===== src/rtl/imem_arbiter_if.sv =====
// Bus bundle for the instruction-memory arbiter: fetch port, loader port
// and the shared synchronous-read memory port.
//
// Handshake rule for both request ports: a request is transferred in the
// cycle where valid=1 and ready=1. While valid=1 and ready=0 the requester
// holds addr/we/wdata stable. Responses have no backpressure. A response
// pulses rsp_valid for exactly one cycle, one cycle after the transfer.
interface imem_arbiter_if #(
  parameter int AW = 10
);
  // fetch port (read-only)
  logic          f_req_valid;
  logic          f_req_ready;
  logic [31:0]   f_req_addr;
  logic          f_rsp_valid;
  logic [31:0]   f_rsp_data;
  logic          f_rsp_err;

  // loader / debug port (read/write)
  logic          l_req_valid;
  logic          l_req_ready;
  logic          l_req_we;
  logic [31:0]   l_req_addr;
  logic [31:0]   l_req_wdata;
  logic          l_lock;
  logic          l_rsp_valid;
  logic [31:0]   l_rsp_data;
  logic          l_rsp_err;

  // memory port
  logic          m_en;
  logic          m_we;
  logic [AW-1:0] m_addr;
  logic [31:0]   m_wdata;
  logic [31:0]   m_rdata;

  // arbiter side
  modport slave (
    input  f_req_valid, f_req_addr,
    output f_req_ready, f_rsp_valid, f_rsp_data, f_rsp_err,
    input  l_req_valid, l_req_we, l_req_addr, l_req_wdata, l_lock,
    output l_req_ready, l_rsp_valid, l_rsp_data, l_rsp_err,
    output m_en, m_we, m_addr, m_wdata,
    input  m_rdata
  );

  // requester / memory side
  modport master (
    output f_req_valid, f_req_addr,
    input  f_req_ready, f_rsp_valid, f_rsp_data, f_rsp_err,
    output l_req_valid, l_req_we, l_req_addr, l_req_wdata, l_lock,
    input  l_req_ready, l_rsp_valid, l_rsp_data, l_rsp_err,
    input  m_en, m_we, m_addr, m_wdata,
    output m_rdata
  );
endinterface


===== src/rtl/imem_arbiter.sv =====
// Two-requester round-robin arbiter in front of a word-organised,
// synchronous-read instruction memory. Grants are combinational; one
// registered stage remembers who owns the access so the response can be
// routed back exactly one cycle later.
//
// dbg_state_o = {last_q, p_valid_q, p_owner_q, p_err_q, p_we_q}
//   last_q    : 0 = fetch was granted last, 1 = loader was granted last
//   p_valid_q : a response is due this cycle
//   p_owner_q : 0 = fetch owns it, 1 = loader owns it
//   p_err_q   : the pending response is an address error
//   p_we_q    : the pending response is for a write
module imem_arbiter #(
  parameter int AW = 10
) (
  input  logic              clk,
  input  logic              rst,
  imem_arbiter_if.slave     bus,
  output logic [4:0]        dbg_state_o
);

  typedef enum logic {
    OWN_F = 1'b0,
    OWN_L = 1'b1
  } owner_e;

  // round-robin pointer (the arbiter's only FSM state)
  owner_e        last_q, last_d;

  // grant decisions for this cycle
  logic          f_elig, l_elig;
  logic          gnt_f, gnt_l, gnt_any;

  // selected request
  logic [31:0]   sel_addr;
  logic          sel_we;
  logic [31:0]   sel_wdata;
  logic          sel_err;
  logic [AW-1:0] sel_idx;

  // response pipeline stage
  logic          p_valid_q, p_valid_d;
  owner_e        p_owner_q, p_owner_d;
  logic          p_err_q,   p_err_d;
  logic          p_we_q,    p_we_d;

  // A byte address is usable only if word aligned and inside the 2^AW-word
  // array. Shifting instead of slicing keeps this legal for any AW.
  function automatic logic addr_err(input logic [31:0] a);
    addr_err = (a[1:0] != 2'b00) || ((a >> (AW + 2)) != 32'd0);
  endfunction

  // Round-robin pointer register; reset leaves fetch as the tie winner.
  always_ff @(posedge clk or posedge rst) begin
    if (rst) begin
      last_q <= OWN_L;
    end else begin
      last_q <= last_d;
    end
  end

  // Next pointer: follows whichever side completed a handshake.
  always_comb begin
    last_d = last_q;
    if (gnt_f) begin
      last_d = OWN_F;
    end else if (gnt_l) begin
      last_d = OWN_L;
    end
  end

  // Grant outputs: eligibility screen, then round-robin on a tie.
  // Reset blocks both grants so nothing reaches memory while rst is high.
  always_comb begin
    f_elig = bus.f_req_valid & ~bus.l_lock & ~rst;
    l_elig = bus.l_req_valid & ~rst;
    gnt_f  = 1'b0;
    gnt_l  = 1'b0;
    if (f_elig && l_elig) begin
      if (last_q == OWN_L) begin
        gnt_f = 1'b1;
      end else begin
        gnt_l = 1'b1;
      end
    end else if (f_elig) begin
      gnt_f = 1'b1;
    end else if (l_elig) begin
      gnt_l = 1'b1;
    end
  end

  assign gnt_any         = gnt_f | gnt_l;
  assign bus.f_req_ready = gnt_f;
  assign bus.l_req_ready = gnt_l;

  // Request mux: pick the granted side's address and write fields.
  always_comb begin
    sel_addr  = 32'd0;
    sel_we    = 1'b0;
    sel_wdata = 32'd0;
    if (gnt_l) begin
      sel_addr  = bus.l_req_addr;
      sel_we    = bus.l_req_we;
      sel_wdata = bus.l_req_wdata;
    end else if (gnt_f) begin
      sel_addr  = bus.f_req_addr;
    end
    sel_err = addr_err(sel_addr);
    sel_idx = sel_addr[AW+1:2];
  end

  // Memory port: driven only for a clean grant, all-zero otherwise so an
  // errored request can never touch the array.
  always_comb begin
    bus.m_en    = 1'b0;
    bus.m_we    = 1'b0;
    bus.m_addr  = '0;
    bus.m_wdata = 32'd0;
    if (gnt_any && !sel_err) begin
      bus.m_en    = 1'b1;
      bus.m_we    = sel_we;
      bus.m_addr  = sel_idx;
      bus.m_wdata = sel_wdata;
    end
  end

  // Next pipeline contents: captured every cycle, empty when nothing granted.
  always_comb begin
    p_valid_d = gnt_any;
    p_owner_d = gnt_l ? OWN_L : OWN_F;
    p_err_d   = gnt_any & sel_err;
    p_we_d    = gnt_any & ~sel_err & sel_we;
  end

  // Pipeline register; an async reset drops any in-flight response.
  always_ff @(posedge clk or posedge rst) begin
    if (rst) begin
      p_valid_q <= 1'b0;
      p_owner_q <= OWN_F;
      p_err_q   <= 1'b0;
      p_we_q    <= 1'b0;
    end else begin
      p_valid_q <= p_valid_d;
      p_owner_q <= p_owner_d;
      p_err_q   <= p_err_d;
      p_we_q    <= p_we_d;
    end
  end

  // Response routing: only reads carry memory data, everything else is 0.
  always_comb begin
    logic        rsp_is_read;
    logic [31:0] rsp_data;
    rsp_is_read     = p_valid_q & ~p_err_q & ~p_we_q;
    rsp_data        = rsp_is_read ? bus.m_rdata : 32'd0;
    bus.f_rsp_valid = p_valid_q & (p_owner_q == OWN_F);
    bus.l_rsp_valid = p_valid_q & (p_owner_q == OWN_L);
    bus.f_rsp_data  = bus.f_rsp_valid ? rsp_data : 32'd0;
    bus.l_rsp_data  = bus.l_rsp_valid ? rsp_data : 32'd0;
    bus.f_rsp_err   = bus.f_rsp_valid & p_err_q;
    bus.l_rsp_err   = bus.l_rsp_valid & p_err_q;
  end

  // Debug view of all state bits.
  assign dbg_state_o = {last_q, p_valid_q, p_owner_q, p_err_q, p_we_q};

endmodule


===== src/flat_wrapper.sv =====
// flat-port wrapper written by rule: the top's interface ports become plain ports
module imem_arbiter_flat 
#(
  parameter int AW = 10
)
  (clk, rst, dbg_state_o, bus_f_req_valid, bus_f_req_addr, bus_f_req_ready, bus_f_rsp_valid, bus_f_rsp_data, bus_f_rsp_err, bus_l_req_valid, bus_l_req_we, bus_l_req_addr, bus_l_req_wdata, bus_l_lock, bus_l_req_ready, bus_l_rsp_valid, bus_l_rsp_data, bus_l_rsp_err, bus_m_en, bus_m_we, bus_m_addr, bus_m_wdata, bus_m_rdata);
  imem_arbiter_if #(.AW(AW)) bus_i ();
  input  logic clk;
  input  logic rst;
  output logic [4:0] dbg_state_o;
  input wire logic [$bits(bus_i.f_req_valid)-1:0] bus_f_req_valid;
  input wire logic [$bits(bus_i.f_req_addr)-1:0] bus_f_req_addr;
  output wire logic [$bits(bus_i.f_req_ready)-1:0] bus_f_req_ready;
  output wire logic [$bits(bus_i.f_rsp_valid)-1:0] bus_f_rsp_valid;
  output wire logic [$bits(bus_i.f_rsp_data)-1:0] bus_f_rsp_data;
  output wire logic [$bits(bus_i.f_rsp_err)-1:0] bus_f_rsp_err;
  input wire logic [$bits(bus_i.l_req_valid)-1:0] bus_l_req_valid;
  input wire logic [$bits(bus_i.l_req_we)-1:0] bus_l_req_we;
  input wire logic [$bits(bus_i.l_req_addr)-1:0] bus_l_req_addr;
  input wire logic [$bits(bus_i.l_req_wdata)-1:0] bus_l_req_wdata;
  input wire logic [$bits(bus_i.l_lock)-1:0] bus_l_lock;
  output wire logic [$bits(bus_i.l_req_ready)-1:0] bus_l_req_ready;
  output wire logic [$bits(bus_i.l_rsp_valid)-1:0] bus_l_rsp_valid;
  output wire logic [$bits(bus_i.l_rsp_data)-1:0] bus_l_rsp_data;
  output wire logic [$bits(bus_i.l_rsp_err)-1:0] bus_l_rsp_err;
  output wire logic [$bits(bus_i.m_en)-1:0] bus_m_en;
  output wire logic [$bits(bus_i.m_we)-1:0] bus_m_we;
  output wire logic [$bits(bus_i.m_addr)-1:0] bus_m_addr;
  output wire logic [$bits(bus_i.m_wdata)-1:0] bus_m_wdata;
  input wire logic [$bits(bus_i.m_rdata)-1:0] bus_m_rdata;
  assign bus_i.f_req_valid = bus_f_req_valid;
  assign bus_i.f_req_addr = bus_f_req_addr;
  assign bus_f_req_ready = bus_i.f_req_ready;
  assign bus_f_rsp_valid = bus_i.f_rsp_valid;
  assign bus_f_rsp_data = bus_i.f_rsp_data;
  assign bus_f_rsp_err = bus_i.f_rsp_err;
  assign bus_i.l_req_valid = bus_l_req_valid;
  assign bus_i.l_req_we = bus_l_req_we;
  assign bus_i.l_req_addr = bus_l_req_addr;
  assign bus_i.l_req_wdata = bus_l_req_wdata;
  assign bus_i.l_lock = bus_l_lock;
  assign bus_l_req_ready = bus_i.l_req_ready;
  assign bus_l_rsp_valid = bus_i.l_rsp_valid;
  assign bus_l_rsp_data = bus_i.l_rsp_data;
  assign bus_l_rsp_err = bus_i.l_rsp_err;
  assign bus_m_en = bus_i.m_en;
  assign bus_m_we = bus_i.m_we;
  assign bus_m_addr = bus_i.m_addr;
  assign bus_m_wdata = bus_i.m_wdata;
  assign bus_i.m_rdata = bus_m_rdata;
  imem_arbiter #(.AW(AW)) u_core (.clk(clk), .rst(rst), .bus(bus_i), .dbg_state_o(dbg_state_o));
endmodule

===== config.mk =====
export PLATFORM = sky130hd
export DESIGN_NAME = imem_arbiter_flat
export DESIGN_NICKNAME = d
export VERILOG_FILES = /design/src/rtl/imem_arbiter_if.sv /design/src/rtl/imem_arbiter.sv /design/src/flat_wrapper.sv
export SDC_FILE = /design/constraint.sdc
export NUM_CORES = 1
export LEC_CHECK = 0
export ABC_AREA = 1
export ABC_CLOCK_PERIOD_IN_PS = 2700
export BUFFER_PORTS_ARGS = -buffer_cell sky130_fd_sc_hd__buf_4
export CAP_MARGIN = 20
export CORE_AREA = 2 2 98 100
export DETAILED_ROUTE_END_ITERATION = 10
export DIE_AREA = 0 0 100 102
export GPL_ROUTABILITY_DRIVEN = 0
export PLACE_DENSITY = 0.56
export SLEW_MARGIN = 10
export SYNTH_ARGS = -nofsm -noshare
export SYNTH_HDL_FRONTEND = slang
export SYNTH_SLANG_ARGS = --single-unit

===== constraint.sdc =====
create_clock -name clk -period 2.7 [get_ports clk]
set_clock_uncertainty 0.1 [all_clocks]
set_input_delay 0.54 -clock clk [delete_from_list [all_inputs] [get_ports clk]]
set_output_delay 0.54 -clock clk [all_outputs]
set_load 0.05 [all_outputs]

==> results of run 1 <==
## flip-flops by register name, indices dropped and copies added, names as in the netlist
register          count
u_core.p_owner_q      1
u_core.last_q         1
u_core.p_err_q        1
u_core.p_we_q         1
u_core.p_valid_q      1
## logic make-up after synthesis
kind of cell           after synthesis  synth area share [%]
AO/OA/AOI/OAI                        3                 1.460
buffers and inverters               79                 22.95
flip-flops                           5                 8.192
AND/OR/NAND/NOR                    224                 67.40
## area by class of cell
type / instances / area, um2 / share of cell area, %
tap: 111 / 138.9 / 3.720
multi-input combinational: 227 / 1220 / 32.67
clock buffer: 4 / 45.04 / 1.206
inverter: 53 / 198.9 / 5.328
sequential: 5 / 126.4 / 3.385
timing repair buffer: 262 / 2004 / 53.69
## per-layer routing
| layer | global-route usage (%) | routed length (um) | vias up |
|---|---|---|---|
| met3 | 2.941 | 777 | 4 |
| met1 | 13.70 | 2644 | 1143 |
| met5 | 0 | 0 | - |
| li1 | - | - | 1407 |
| met4 | 3.372 | 62 | 0 |
| met2 | 25.21 | 3820 | 148 |
## power by group
group | total [mW] | switching [mW] | internal (mW)
Sequential | 0.0871 | 0.00430 | 0.0828
Clock | 0.133 | 0.0319 | 0.101
Combinational | 0.607 | 0.366 | 0.242
## synth_stat cells
| cell type | number | area share [%] |
|---|---|---|
| sky130_fd_sc_hd__nor2_2 | 38 | 15 |
| sky130_fd_sc_hd__nor2_1 | 37 | 9.0 |
| sky130_fd_sc_hd__nand3_2 | 1 | 0.65 |
| sky130_fd_sc_hd__buf_4 | 6 | 2.9 |
| sky130_fd_sc_hd__o21ai_2 | 1 | 0.57 |
| sky130_fd_sc_hd__nand2_2 | 1 | 0.41 |
| sky130_fd_sc_hd__clkbuf_1 | 9 | 2.2 |
| sky130_fd_sc_hd__dfrtp_1 | 4 | 6.5 |
| sky130_fd_sc_hd__a21oi_2 | 1 | 0.57 |
| sky130_fd_sc_hd__nor3_1 | 64 | 21 |
| sky130_fd_sc_hd__dfstp_2 | 1 | 1.7 |
| sky130_fd_sc_hd__buf_1 | 3 | 0.73 |
| sky130_fd_sc_hd__buf_2 | 4 | 1.3 |
| sky130_fd_sc_hd__o21ai_0 | 1 | 0.32 |
| sky130_fd_sc_hd__inv_2 | 1 | 0.24 |
| sky130_fd_sc_hd__inv_1 | 46 | 11 |
| sky130_fd_sc_hd__nand2_4 | 1 | 0.73 |
| sky130_fd_sc_hd__buf_6 | 4 | 2.9 |
| sky130_fd_sc_hd__nand3_1 | 2 | 0.65 |
| sky130_fd_sc_hd__clkinv_1 | 6 | 1.5 |
| sky130_fd_sc_hd__or2_0 | 2 | 0.81 |
| sky130_fd_sc_hd__nand2_1 | 78 | 19 |
## worst min-delay path: stages
cell and delay [ns]:
sky130_fd_sc_hd__buf_4 0.11, sky130_fd_sc_hd__inv_1 0.06, sky130_fd_sc_hd__buf_4 0.14
## metrics by stage
step           utilization [%]  hold slack, ns  setup WS (ns)
6_report                 40.99          0.2101         0.2174
5_1_grt                  40.99          0.2338        0.05601
4_1_cts                  40.91          0.2115         0.1458
3_5_place_dp             40.41          0.4424         0.1488
3_3_place_gp             40.41          0.4439         0.1669
2_1_floorplan                -          0.2261        -0.1037
## path summary, 6_finish.rpt
kind	from	end	slack, ns	cells past startpoint
max	bus_f_req_addr[0]	bus_m_wdata[27]	0.22	9
min	rst	u_core.p_valid_q$_DFF_PP0_	0.21	3
max reg2reg	u_core.last_q$_DFFE_PP1P_	u_core.p_err_q$_DFF_PP0_	1.16	5
min reg2reg	u_core.last_q$_DFFE_PP1P_	u_core.last_q$_DFFE_PP1P_	0.49	2
max in group asynchronous	rst	u_core.last_q$_DFFE_PP1P_	2.10	3
min in group clk	u_core.last_q$_DFFE_PP1P_	u_core.last_q$_DFFE_PP1P_	0.49	2
==> results.md, run 1 <==
Run status:
- The run finished with clean final reports.

Setup path:
- The dominant delay contributor by cell family on the critical path is simple AND/OR/NAND/NOR gates.
- The element type at the critical path start is a primary input.
- The peak per-stage delay on the critical path is 0.22 ns.
- At the worst endpoint, the required time is 2.06 ns.
- The critical path class is in2out.
- STA puts the critical path data arrival time at 1.84 ns.
- The worst-path cell with the longest stage delay is sky130_fd_sc_hd__buf_4.
- The number of buffer and inverter stages on the critical path is 3.
- The critical path endpoint category is a primary output.
- The signal on the critical path passes through buf_4 -> or2_0 -> nor2_1 -> nand3_1 -> nand2_1 -> nand2_4 -> buf_12 -> nor2_1 -> buf_4.
- In this run the worst path has a maximum fanout of 33.

Synth:
- Sequential cells were found to cover 8.191% of the synthesized design area.
- When the netlist entered floorplanning its net count stood at 445.
- The area of the mapped netlist is 0.001543 mm2.
- The register bit total from synthesis is 5.
- The count of unique library cells instantiated by Yosys is 22.
- The warning count from the yosys run is 0.
- The post-synthesis instance total is 311.
- The average instance area after synthesis is 4.961 um2.

Cells and area:
- Leaving out fill and tap cells, the most frequent cells in the layout are sky130_fd_sc_hd__buf_4, sky130_fd_sc_hd__nand2_1, sky130_fd_sc_hd__inv_1.
- After the last flow step, the layout net total stands at 686.
- The final non-filler cell area is 0.003734 mm2.
- The post-route netlist has 61.89% of its cells at a drive strength greater than 1.
- The final cell count without fillers is 662.
- The layout has 958 filler cells.
- The most common library cell in the layout ignoring fill and taps is sky130_fd_sc_hd__buf_4.
- The number of antenna diodes in the final layout is 0.
- Compared with the post-synthesis result, the final layout area differs by 142.0%.

Route:
- The average routed wire per standard cell is 11.03 um.
- The number of detailed-routing iterations run before antenna repair is 4.
- After detailed routing, the total wire length is 7.305 mm.
- The remaining antenna violation count after routing is 0.
- For this run, design rule violations remaining after detail routing come to 0.
- The DRC violation total after the first TritonRoute iteration is 62.
- Summing over every cut layer, the via total after detailed routing is 2702.
- The via density per instance is 4.082.

Clocking:
- The depth of the CTS H-tree is 1.
- The number of buffers added for setup after CTS is 0.
- The total clock buffers created by CTS is 3.
- The post-CTS clock slew at the launch and capture registers of the worst setup and hold paths is 0.03 ns.
- The number of sinks driven by the clock tree is 5.
- The CTS tree is built.
- Clock latency on the worst-skew pair, taken at its later pin, is 0.22 ns.
- The number of instances resized during post-cts repair is 0.
- The clock passes through at most 2 buffers.
- In this run, post-CTS hold repair placed 0 buffers.
- The cell chosen for the clock root is sky130_fd_sc_hd__clkbuf_8.

STA:
- In this run the tightest slew margin relative to its limit is 71.56%.
- Setup repair after global routing left no endpoint under its margin.
- The sum of negative setup slack is 0 ns.
- The clock period minus worst slack is 2.483 ns.
- The transition at the pin with the smallest max-transition slack is 0.4251 ns.
- After layout, the worst path uses 91.95% of the clock period.
- The number of endpoints with negative hold slack in the final report came to 0.
- The final number of max-transition violations is 0.
- Static timing analysis puts the maximum clock frequency at 402.8 MHz.
- Setup violations remaining at the end of the flow were counted as 0.

GRT:
- Entering global routing, the biggest net connects 35 pins.
- The number of global-route vias before repair is 2476.
- The first-pass GRT wire length is 10.82 mm.
- The initial antenna violation count is 0.
- The total overflow left after global routing is 0.
- In the global route stage, overall resource usage came out at 12.80%.

Worst hold path:
- The path class of the tightest hold or removal check is in2async.

Die:
- The number of cell rows is 35.
- The die covers 0.01020 mm2.
- The x dimension of the die is 100 um.
- In this run the vertical extent of the chip is 102 um.
- Once the floorplan was initialized, standard cells occupied 16.94% of the core.
- During I/O placement, the number of pins put on the boundary was 253.
- The region available for standard cell placement spans 0.009109 mm2.

Placed design:
- The cell total after placement is 658.
- Detailed placement finished with a half-perimeter wire length of 6.237 mm.
- The count of buffers from port buffering is 252.
- After detailed placement, the total cell area comes to 0.003681 mm2.

Pwr:
- The largest voltage drop on the vdd net is 0.07702 mV.
- Power spread over the standard cell area amounts to 221.6 mW/mm2.
- Summed over all cells, the static leakage comes to 1.993 nW.
- The power after layout is 0.8274 mW.

Run:
- The number of max-cap violations is 0.
(Power assumes the default switching activity.)
==> inputs of run 2 (changes only) <==
ABC_CLOCK_PERIOD_IN_PS = 3050   (was 2700)
clock period = 3.05 ns   (was 2.7 ns; I/O delays follow)
==> results.md, run 2 (synthesis gave the netlist of run 1 again) <==
Run status:
- The run finished with clean final reports.

Setup path:
- On the critical path the largest part of the delay comes from simple AND/OR/NAND/NOR gates.
- The worst-path cell with the longest stage delay is sky130_fd_sc_hd__nand3_2.
- The arrival time of the worst setup path is 1.95 ns (+0.11 ns).
- In this run the critical register-to-register path is launched from u_core.last_q$_DFFE_PP1P_.
- The cell depth of the worst flop-to-flop path was 5 (unchanged).
- The critical path endpoint category is a primary output.
- The highest net fanout along the worst path is 11 (-67%).
- The slack of the worst reg-to-reg path is 1.56 ns (+0.40 ns).
- The critical path class is in2out.
- The terminus of the critical flop-to-flop path is u_core.p_err_q$_DFF_PP0_.
- Traced cell by cell, the critical path runs through buf_4 -> nor2_1 -> nand2_1 -> a21oi_2 -> inv_1 -> nand2_1 -> nand3_2 -> nor2_1 -> buf_4.
- The number of buffer and inverter stages on the critical path is 3 (unchanged).
- The element type at the critical path start is a primary input.
- The worst endpoint required time is 2.34 ns (+0.28 ns).
- The peak per-stage delay on the critical path is 0.29 ns (+0.07 ns).

Placed design:
- The count of buffers from port buffering is 252 (unchanged).
- The placed wire-length estimate after detailed placement was 6.076 mm (-2.6%).
- The cell total after placement is 656 (-0.30%).

STA:
- The final number of max-transition violations is 0 (unchanged).
- The transition at the pin with the smallest max-transition slack is 0.5064 ns (+0.08128 ns).
- The hold slack is 0.2787 ns (+0.06858 ns).
- The final critical path takes up 87.32% of the cycle.
- Setup repair after global routing left no endpoint under its margin.
- The worst path needs 2.663 ns of the cycle, external delays included.
- Derived from the worst setup path, the maximum achievable clock frequency is 375.5 MHz.
- The count of final setup violators was 0 (unchanged).
- The number of endpoints with negative hold slack in the final report is 0 (unchanged).
- The relative max-transition margin is 66.12% (-5.4 points).

GRT:
- The first-pass GRT wire length came to 10.91 mm (+0.82%).
- The largest net degree at the start of global routing is 46 (+31%).
- The all-layer global routing usage is 12.79% (-0.014 points).
- The number of global-route vias before repair was 2420 (-2.3%).
- The initial antenna violation count is 0 (unchanged).
- The sum of overflow across all layers after global routing is 0 (unchanged).

Pwr:
- The leakage component of the power is 1.961 nW (-1.6%).
- The power after layout was 0.7112 mW (-14%).
- The power per cell area is 199.6 mW/mm2 (-9.9%).
- The largest voltage drop on the vdd net is 0.09685 mV (+26%).

Route:
- The average routed wire per standard cell is 10.97 um (-0.63%).
- The routed wire length was 7.237 mm (-0.93%).
- The number of detailed-routing iterations run before antenna repair is 4 (unchanged).
- The DRC violation total after the first TritonRoute iteration is 62 (unchanged).
- The remaining antenna violation count after routing is 0 (unchanged).
- The remaining routing DRC violations came to 0 (unchanged).
- The number of vias in the routed layout came to 2708 (+0.22%).
- The via density per instance is 4.103 (+0.53%).

Clocking:
- The number of instances resized during post-cts repair is 0 (unchanged).
- The depth of the CTS H-tree came to 1 (unchanged).
- The total clock buffers created by CTS was 3 (unchanged).
- The cell chosen for the clock root is sky130_fd_sc_hd__clkbuf_8.
- TritonCTS built the clock tree.
- The buffer levels on the longest clock path was 2 (unchanged).
- The post-CTS clock slew at the launch and capture registers of the worst setup and hold paths is 0.03 ns (about the same).
- The number of sinks driven by the clock tree came to 5 (unchanged).
- The quantity of hold-fixing buffers added after cts is 0 (unchanged).
- The number of buffers added for setup after CTS is 0 (unchanged).
- The latest clock arrival within the worst-skew pair is 0.22 ns (about the same).

Cells and area:
- The area growth from synthesis to layout is 131.0%.
- The layout cell share with drive strength beyond 1 came to 56.28% (-5.6 points).
- The number of antenna cells inserted is 0 (unchanged).
- The area taken by flip-flops and latches is 126.4 um2 (unchanged).
- The number of nets in the layout was 684 (-0.29%).
- The most common library cell in the layout ignoring fill and taps is sky130_fd_sc_hd__buf_4.
- The footprint of the multi-input gates is 0.001065 mm2 (-13%).
- Leaving out fill and tap cells, the most frequent cells in the layout are sky130_fd_sc_hd__buf_4, sky130_fd_sc_hd__nand2_1, sky130_fd_sc_hd__nor3_1.
- The count of fill cells added during filler insertion is 964 (+0.63%).
- The final cell count without fillers came to 660 (-0.30%).

Die:
- The number of top-level pins was 253 (unchanged).
- The standard cell core area is 0.009109 mm2 (unchanged).
- The full die area is 0.01020 mm2 (unchanged).
- The number of cell rows is 35 (unchanged).
- The initial core utilization was 16.94% (unchanged).
- The vertical extent of the die is 102 um (unchanged).
- The x dimension of the die is 100 um (unchanged).

Run:
- The number of max-cap violations is 0 (unchanged).

Worst hold path:
- The tightest min-delay check is of the in2async type.
[run 2: stage by stage]
stage                     cell area, um2  util (%)  worst slack, ns  setup TNS (ns)
after global placement              3518     38.63           0.3720               0
after detailed placement            3518     38.63           0.3742               0
final                               3563     39.12           0.3869               0
after floorplan                     1543         -          -0.3118          -9.341
after CTS                           3563     39.12           0.3703               0
after global routing                3563     39.12           0.1974               0
[run 2: per-layer routing]
| metal | vias up | track usage (%) | share of wire, % |
|---|---|---|---|
| li1 | 1405 | - | - |
| met1 | 1140 | 13.33 | 36 |
| met2 | 157 | 26.20 | 53 |
| met3 | 6 | 2.394 | 10 |
| met4 | 0 | 3.056 | 0.91 |
| met5 | - | 0 | 0 |
[run 2: final cells by class]
class                   count  area share [%]
clock buffers               4           1.264
inverters                  53           5.583
multi-input cells         227           29.88
flip-flops and latches      5           3.546
well taps                 111           3.897
repair buffers            260           55.83
[run 2: tightest hold or removal path, cell delays in order]
cell	delay, ns
sky130_fd_sc_hd__buf_4	0.11
sky130_fd_sc_hd__inv_1	0.06
sky130_fd_sc_hd__buf_4	0.14
[run 2: worst max path at each step]
| stage | startpoint | endpoint | slack, ns | depth (start not counted) |
|---|---|---|---|---|
| 2_1_floorplan | u_core.p_valid_q$_DFF_PP0_ | bus_f_rsp_data[10] | -0.31 | 5 |
| 3_3_place_gp | bus_f_req_addr[0] | bus_m_addr[9] | 0.37 | 8 |
| 3_5_place_dp | bus_f_req_addr[0] | bus_m_addr[9] | 0.37 | 8 |
| 4_1_cts | bus_f_req_addr[0] | bus_m_addr[9] | 0.37 | 8 |
| 5_1_grt | bus_l_lock | bus_m_addr[9] | 0.20 | 9 |
| 6_report | bus_l_lock | bus_m_addr[9] | 0.39 | 9 |
[run 2: report_power, final]
group	switching (mW)	internal [mW]	leakage [nW]	total, mW
logic	0.307	0.208	1.88	0.515
registers	0.00324	0.0733	0.0624	0.0765
clock network	0.0300	0.0895	0.0228	0.120
==> inputs of run 3 (changes only) <==
--- a/constraint.sdc
+++ b/constraint.sdc
@@ -4,2 +4,2 @@
 set_output_delay 0.61 -clock clk [all_outputs]
-set_load 0.05 [all_outputs]
+set_load 0.1 [all_outputs]
==> results.md, run 3 (synthesis gave the netlist of run 1 again) <==
Setup path:
- Following the worst setup path forward leads to its endpoint at bus_m_wdata[30].
- The critical path endpoint category is a primary output.
- The most critical setup path has its startpoint at bus_f_req_addr[0].
- The cell depth of the worst flop-to-flop path is 6 (+1).
- The slack of the worst reg-to-reg path was 1.63 ns (+0.07 ns).
- The highest net fanout along the worst path is 27 (+16).
- STA classifies the critical path startpoint as a primary input.
- The terminus of the critical flop-to-flop path is u_core.p_we_q$_DFF_PP0_.
- The arrival time of the worst setup path came to 2.00 ns (+0.05 ns).
- In this run the critical register-to-register path is launched from u_core.last_q$_DFFE_PP1P_.
- The worst endpoint required time is 2.34 ns (about the same).
- The worst setup path is of the in2out kind.

STA:
- The count of final setup violators is 0 (unchanged).
- The final number of max-transition violations is 0 (unchanged).
- The sum of negative setup slack is 0 ns (unchanged).
- The transition at the pin with the smallest max-transition slack is 0.9114 ns (+0.4050 ns).
- Setup repair after global routing left no endpoint under its margin.
- The clock period minus worst slack is 2.713 ns (+0.05035 ns).
- The relative max-transition margin came to 39.24% (-27 points).
- The number of endpoints with negative hold slack in the final report is 0 (unchanged).
- The final clock period utilization by the worst path is 88.97% (+1.7 points).
- The achievable clock frequency is 368.5 MHz (-1.9%).

Die:
- The number of cell rows is 35 (unchanged).
- The vertical extent of the die is 102 um (unchanged).
- The number of top-level pins came to 253 (unchanged).
- The standard cell core area is 0.009109 mm2 (unchanged).
- The full die area was 0.01020 mm2 (unchanged).
- The x dimension of the die is 100 um (unchanged).
- The initial core utilization is 16.94% (unchanged).

Pwr:
- The power after layout is 0.9428 mW (+33%).
- The switching part of the total came to 59.50% (+12 points).
- The share of power burned in combinational logic came to 79.4% (+7.0 points).
- The portion of total power attributed to the clock network is 12.4% (-4.4 points).
- The leakage component of the power was 2.145 nW (+9.4%).
- The largest voltage drop on the vdd net came to 0.09135 mV (-5.7%).
- The internal power was 0.3818 mW (+3.0%).
- The sequential share of power is 8.2% (-2.6 points).
- The switching power is 0.5610 mW (+65%).
- The power per cell area is 233.5 mW/mm2 (+17%).

Clocking:
- The number of instances resized during post-cts repair is 0 (unchanged).
- The CTS tree is built.
- The cell chosen for the clock root is sky130_fd_sc_hd__clkbuf_8.
- The latest clock arrival within the worst-skew pair is 0.21 ns (about the same).
- The quantity of hold-fixing buffers added after cts was 0 (unchanged).
- The number of sinks driven by the clock tree is 5 (unchanged).
- The post-CTS clock slew at the launch and capture registers of the worst setup and hold paths is 0.03 ns (about the same).
- The depth of the CTS H-tree was 1 (unchanged).
- The total clock buffers created by CTS is 3 (unchanged).
- The buffer levels on the longest clock path is 2 (unchanged).
- The number of buffers added for setup after CTS is 0 (unchanged).

Cells and area:
- The number of nets in the layout is 686 (+0.29%).
- The final cell count without fillers is 662 (+0.30%).
- The area added between synthesis and finish is 161.7%.
- The final non-filler cell area is 0.004038 mm2 (+13%).
- Leaving out fill and tap cells, the most frequent cells in the layout are sky130_fd_sc_hd__buf_4, sky130_fd_sc_hd__nand2_1, sky130_fd_sc_hd__inv_1.
- The number of antenna cells inserted is 0 (unchanged).
- The layout cell share with drive strength beyond 1 was 64.07% (+7.8 points).
- The library cell used most frequently in the layout, excluding fill and tap cells, is sky130_fd_sc_hd__buf_4.

Route:
- The remaining routing DRC violations is 0 (unchanged).
- The DRC violation total after the first TritonRoute iteration is 66 (+6.5%).
- The via density per instance is 4.048 (-1.3%).
- The routed wire length is 7.758 mm (+7.2%).
- The average routed wire per standard cell came to 11.72 um (+6.9%).
- The remaining antenna violation count after routing is 0 (unchanged).
- The number of detailed-routing iterations run before antenna repair came to 4 (unchanged).
- The number of vias in the routed layout is 2680 (-1.0%).

Run:
- The number of max-cap violations is 0 (unchanged).

Placed design:
- The cell total after placement is 658 (+0.30%).
- The placed wire-length estimate after detailed placement is 6.617 mm (+8.9%).
- The post-placement cell area is 0.003993 mm2 (+13%).
- The count of buffers from port buffering is 252 (unchanged).

Run status:
- The flow ran to the end, and the final reports show no timing, DRC or antenna violations.

GRT:
- The sum of overflow across all layers after global routing is 0 (unchanged).
- The initial antenna violation count came to 0 (unchanged).
- The largest net degree at the start of global routing is 35 (-24%).
- The number of global-route vias before repair is 2488 (+2.8%).
- The first-pass GRT wire length is 11.84 mm (+8.5%).
- The all-layer global routing usage is 14.19% (+1.4 points).

Worst hold path:
- In this run the worst hold path is classified as in2async.
## run 3: metal layers
metal  global-route usage, %  up-vias  wire length, um
met5                       0        -                0
met2                   27.03      150             4091
met4                   3.161        0               53
met1                   15.90     1121             2748
li1                        -     1407                -
met3                   3.625        2              864
## run 3: critical path: stages
cell	delay [ns]
sky130_fd_sc_hd__buf_4	0.11
sky130_fd_sc_hd__or2_0	0.21
sky130_fd_sc_hd__nor2_1	0.10
sky130_fd_sc_hd__nand3_1	0.08
sky130_fd_sc_hd__nand2_1	0.14
sky130_fd_sc_hd__nand2_4	0.13
sky130_fd_sc_hd__buf_12	0.22
sky130_fd_sc_hd__nor2_2	0.10
sky130_fd_sc_hd__buf_4	0.29
## run 3: final cells by class
cell class / instances / area [um2]
fill: 933 / 5071
timing repair buffer: 262 / 1992
multi-input combinational: 227 / 1535
inverter: 53 / 200.2
tap: 111 / 138.9
sequential: 5 / 126.4
clock buffer: 4 / 45.04
## run 3: power by group through the flow
stage          clock, mW  combinational [mW]  sequential (mW)
6_report           0.117               0.749           0.0769
3_3_place_gp           0               0.751           0.0783
4_1_cts            0.121               0.757           0.0771
5_1_grt            0.127               0.790           0.0777
3_5_place_dp           0               0.756           0.0779
2_1_floorplan          0               0.534           0.0767
## run 3: worst min-delay path by stage
stage	startpoint	to	slack, ns
4_1_cts	rst	u_core.p_we_q$_DFF_PP0_	0.28
5_1_grt	rst	u_core.p_we_q$_DFF_PP0_	0.29
2_1_floorplan	rst	u_core.p_err_q$_DFF_PP0_	0.30
6_report	rst	u_core.p_valid_q$_DFF_PP0_	0.28
3_3_place_gp	u_core.last_q$_DFFE_PP1P_	u_core.last_q$_DFFE_PP1P_	0.47
3_5_place_dp	u_core.last_q$_DFFE_PP1P_	u_core.last_q$_DFFE_PP1P_	0.47
## run 3: stage by stage
step / hold slack (ns) / util, % / setup slack [ns]
6_report: 0.2773 / 44.33 / 0.3365
5_1_grt: 0.2891 / 44.33 / 0.1278
4_1_cts: 0.2783 / 44.33 / 0.2999
3_5_place_dp: 0.4680 / 43.83 / 0.3088
3_3_place_gp: 0.4710 / 43.83 / 0.3243
2_1_floorplan: 0.2961 / - / -0.5978
